## src/rtl/pcie_write_arbiter.sv

```systemverilog
// Round-robin arbiter that hands one requester packet at a time to a PCIe write module,
// tagging each packet with a per-requester sequence bit and watching for a stalled start.
module pcie_write_arbiter #(
  parameter int NREQ = 4,
  parameter int DW   = 128,
  parameter int TMO  = 4
) (
  input  logic                     i_clk,
  input  logic                     i_rst_n,
  input  logic [NREQ-1:0]          i_req_valid,
  input  logic [NREQ*DW-1:0]       i_req_data,
  output logic [NREQ-1:0]          o_req_ack,
  output logic                     o_wm_enable,
  output logic [DW-1:0]            o_wm_data,
  output logic [$clog2(NREQ)-1:0]  o_wm_core_id,
  input  logic                     i_wm_ready,
  output logic                     o_busy,
  output logic [15:0]              o_issued_cnt,
  output logic                     o_err_timeout
);

  localparam int IW = $clog2(NREQ);
  localparam int CW = $clog2(TMO + 1);

  localparam logic [1:0] S_IDLE       = 2'd0;
  localparam logic [1:0] S_ISSUE      = 2'd1;
  localparam logic [1:0] S_WAIT_START = 2'd2;
  localparam logic [1:0] S_WAIT_DONE  = 2'd3;

  logic [1:0]      r_state;
  logic [IW-1:0]   r_lastGrant;
  logic [IW-1:0]   r_coreId;
  logic [DW-1:0]   r_wmData;
  logic [NREQ-1:0] r_seq;
  logic [CW-1:0]   r_tmoCnt;
  logic [15:0]     r_issuedCnt;
  logic            r_errTimeout;

  logic [IW-1:0]   w_winner;
  logic [IW-1:0]   w_idx;
  logic            w_found;

  // Scan starts just after the last grant and wraps, so the first hit is the round-robin winner.
  always_comb begin
    w_winner = '0;
    w_found  = 1'b0;
    w_idx    = '0;
    for (int k = 1; k <= NREQ; k++) begin
      w_idx = IW'((int'(r_lastGrant) + k) % NREQ);
      if (!w_found && i_req_valid[w_idx]) begin
        w_found  = 1'b1;
        w_winner = w_idx;
      end
    end
  end

  always_ff @(posedge i_clk or negedge i_rst_n) begin
    if (!i_rst_n) begin
      r_state      <= S_IDLE;
      r_lastGrant  <= IW'(NREQ - 1);
      r_coreId     <= '0;
      r_wmData     <= '0;
      r_seq        <= '0;
      r_tmoCnt     <= '0;
      r_issuedCnt  <= '0;
      r_errTimeout <= 1'b0;
    end else begin
      case (r_state)
        S_IDLE: begin
          // The top bit already carries the value the sequence bit takes after this grant.
          if (i_wm_ready && w_found) begin
            r_state  <= S_ISSUE;
            r_coreId <= w_winner;
            r_wmData <= {~r_seq[w_winner], i_req_data[int'(w_winner)*DW +: DW-1]};
          end
        end
        S_ISSUE: begin
          r_seq[r_coreId] <= ~r_seq[r_coreId];
          r_tmoCnt        <= '0;
          r_state         <= S_WAIT_START;
        end
        S_WAIT_START: begin
          if (!i_wm_ready) begin
            r_state <= S_WAIT_DONE;
          end else if (r_tmoCnt == CW'(TMO - 1)) begin
            r_errTimeout <= 1'b1;
            r_lastGrant  <= r_coreId;
            r_state      <= S_IDLE;
          end else begin
            r_tmoCnt <= r_tmoCnt + CW'(1);
          end
        end
        S_WAIT_DONE: begin
          if (i_wm_ready) begin
            r_issuedCnt <= r_issuedCnt + 16'd1;
            r_lastGrant <= r_coreId;
            r_state     <= S_IDLE;
          end
        end
        default: r_state <= S_IDLE;
      endcase
    end
  end

  assign o_req_ack     = (r_state == S_ISSUE) ? (NREQ'(1) << r_coreId) : '0;
  assign o_wm_enable   = (r_state == S_ISSUE);
  assign o_wm_data     = r_wmData;
  assign o_wm_core_id  = r_coreId;
  assign o_busy        = (r_state != S_IDLE);
  assign o_issued_cnt  = r_issuedCnt;
  assign o_err_timeout = r_errTimeout;

endmodule
```

## config.mk

```make
export PLATFORM = sky130hd
export DESIGN_NAME = pcie_write_arbiter
export DESIGN_NICKNAME = d
export VERILOG_FILES = /design/src/rtl/pcie_write_arbiter.sv
export SDC_FILE = /design/constraint.sdc
export NUM_CORES = 1
export LEC_CHECK = 0
export ABC_AREA = 0
export BUFFER_PORTS_ARGS = -buffer_cell sky130_fd_sc_hd__buf_2
export CAP_MARGIN = 0
export CORE_AREA = 2 2 261 263
export CTS_CLUSTER_SIZE = 28
export DETAILED_ROUTE_END_ITERATION = 10
export DIE_AREA = 0 0 263 265
export SYNTH_ARGS = -nofsm -noshare
export SYNTH_HDL_FRONTEND = slang
export SYNTH_SLANG_ARGS = --single-unit
```

## constraint.sdc

```tcl
create_clock -name i_clk -period 2.4 [get_ports i_clk]
set_clock_uncertainty 0.05 [all_clocks]
set_input_delay 0.12 -clock i_clk [delete_from_list [all_inputs] [get_ports i_clk]]
set_output_delay 0.12 -clock i_clk [all_outputs]
set_load 0.01 [all_outputs]
```

==> results.cfg <==
[final_layout]
num-nets-final = 2785
layout-drive-gt1-share_pct = 40.64
multiInputGateArea_um2 = 6110
utilization_pct = 30.82
area_delta_synth_final_pct = 92.93
final_area_um2 = 20590
final_cells = 3152
fillers = 6656
seq_area_um2 = 3956

[logic_synthesis]
synth_compound_area_share_pct = 10.30
syn_area_um2 = 10670
synth_most_common_cell = nand3_1
synth_top_family_by_area = multiplexers
synthTopCellsByArea = dfrtp_1 (37%), mux2_2 (14%), nand3_1 (12%)
ys_ff_latch = 158
synth_top_area_share_pct = 36.58
synthXorXnorAreaFrac_pct = 1.559
yosysTopAreaCell = dfrtp_1
synth-simple-area-share_pct = 18.93
syn_nets = 1664
synth_edf_count = 0
yosys-mux-area-fraction_pct = 25.72
ys_warn_count = 0
synth_common_cells = nand3_1 (260), dfrtp_1 (156), nand2_1 (140)
yosys.area_share.adder_pct = 0.3517
ys_seq_area_share_pct = 37.07
postSynthAreaPerCell_um2 = 9.346
async_flop_share_pct = 100.0
synthCells = 1142
synthFlopType = dfrtp_1
synth_cell_types = 37

[flow_run]
drv_cap = 0

[worst_setup_path]
critPathLaunchType = flop
cp.arrival_ns = 2.70
r2r-end = o_wm_data[112]
crit_chain = inv_1 > a221o_1 > a21oi_4 > buf_12 > buf_4 > mux2_2 > o211ai_1
critPathMaxStageDelay_ns = 0.55
critPathMaxFanout = 40
required_ns = 2.73
crit_type = flop to flop
crit_path_end_kind = flop
ff2ff_path_depth = 7
cp_slowest_cell = dfstp_2
reg2reg_from = r_lastGrant[0]
r2r_slack_ns = 0.03

[sta]
worstMarginPinSlew_ns = 0.6435
finalCriticalPeriod_ns = 2.371
fin_setup_tns_ns = 0
setup_viol = 0
rsz0062_at_grt = false
slew_headroom_pct = 56.70
max_freq_ghz = 0.4218
fin_crit_sh_pct = 98.78
slew_viol_final = 0
finalHoldViolations = 0

[clock_network]
clk_latency_ns = 0.47
cts_tree = done
numCtsBuffers = 17
cts.path.max_buffers = 2
root_buffer = clkbuf_16
ctsHtreeMaxLevel = 4
cts_sinks = 158
cts_setup_buffers = 0
clk_pin_slew_ns = 0.07

[grt]
antenna_found_initial = 7
grt_max_degree = 71
grt_pass1_vias = 14900
overflow = 0
grt_first_pass_wirelength_um = 83700
track_usage_pct = 15.40

[hold_path]
hp-start = i_req_data[103]
hold_path.class = primary input to flop
whs_path_depth = 4
hold_end = o_wm_data[103]

[die]
fp.dieH_um = 265
coreArea_um2 = 66800
start_util_pct = 15.98
die_x_um = 263
fp-row-count = 95
fp.dieArea_um2 = 69700
io-pin-count = 672

[detailed_routing]
wire_per_inst_um = 17.72
routed_via_density = 4.533
drt_iter0_markers = 1141
wirelength_um = 55870
first_pass_iters = 6
vias = 14290
route.antenna.remaining_nets = 0
drc = 0

[power]
pwr_density_cell_nw_per_um2 = 818.0
peakVddDrop_mv = 0.4692
power_mw = 16.84
p_leak_nw = 9.202

[run_status]
status = complete, no violations

[placed_design]
place_area_um2 = 15340
portBuffers = 667
routabilityCongestion = 0.9395
dp_hpwl_um = 35680
dpl.cell_count = 2653
## repair_timing
action / CTS / global route
hold endpoints to repair: 208 / 0
hold buffers: 464 / 0
resized for setup: 0 / 2
setup endpoints to repair: 0 / 2
## logic make-up (layout without fill, tap and decap cells)
group	Yosys count	count (layout)
AND/OR/NAND/NOR	435	435
multiplexers	258	258
flip-flops	158	158
AO/OA/AOI/OAI	147	147
buffers and inverters	122	1256
XOR/XNOR	19	19
adder cells (fa/ha/maj)	3	3
other	0	3
## metrics by stage
step / worst slack (ns) / hold slack (ns)
after global placement: 0.01502 / 0.1007
after CTS: 0.01541 / 0.001733
final: 0.02918 / 0.04368
after floorplan: 0.4335 / -0.2256
after global routing: 0.001471 / 0.02929
after detailed placement: 0.02767 / 0.1000
## worst max-delay path: cells and delay by family (launching register included)
family	cells	cell delay [ns]
flops	1	0.55
mux	1	0.37
buf+inv	3	0.56
compound gates	3	0.65
## routing by layer
layer | track usage, % | vias up | share of wire, %
met5 | 0 | - | 0.029
met4 | 10.78 | 2 | 6.2
met3 | 3.669 | 269 | 7.9
met2 | 25.53 | 965 | 47
met1 | 17.52 | 6611 | 38
li1 | - | 6441 | -
## flip-flops by register name, indices dropped and copies added, names as in the netlist
signal         count
r_state            2
o_wm_data        128
o_err_timeout      1
o_issued_cnt      16
r_tmoCnt           3
r_lastGrant        2
r_seq              4
o_wm_core_id       2
## cells in the final DEF, fill, tap and decap left out, types with 4 or more instances in the layout
cell type        n
buf_2          666
dlygate4sd3_1  464
nand3_1        260
dfrtp_1        156
nand2_1        140
mux2_2         130
o211ai_1       128
mux2i_1        126
buf_4           72
clkbuf_16       17
buf_12          14
nor2_1          11
xnor2_1         11
xor2_1           8
o21ai_0          8
inv_1            7
nand4_1          5
and3_1           4
inv_6            4
## power by group
| group | total (mW) | switching [mW] | internal, mW | leakage, nW |
|---|---|---|---|---|
| clock network | 2.87 | 1.38 | 1.50 | 0.290 |
| registers | 4.55 | 0.717 | 3.83 | 1.99 |
| logic | 9.42 | 5.14 | 4.28 | 6.92 |
| total | 16.8 | 7.24 | 9.60 | 9.20 |
## layout make-up
type	instances	area share [%]
sequential	158	19.21
clock buffer	18	2.133
multi-input combinational	862	29.67
antenna	3	0.03646
tap	873	5.305
clock inverter	14	0.7292
timing repair buffer	1217	42.78
inverter	7	0.1276
## worst max-delay path by stage
stage,startpoint,endpoint,slack (ns)
2_1_floorplan,r_lastGrant[0],o_wm_data[24],0.43
3_3_place_gp,r_lastGrant[0],o_wm_data[120],0.02
3_5_place_dp,r_lastGrant[0],o_wm_data[120],0.03
4_1_cts,r_lastGrant[0],o_wm_data[120],0.02
5_1_grt,r_lastGrant[0],o_wm_data[112],0.001
6_report,r_lastGrant[0],o_wm_data[112],0.03
Note: power is estimated with default switching activity, not from simulation.
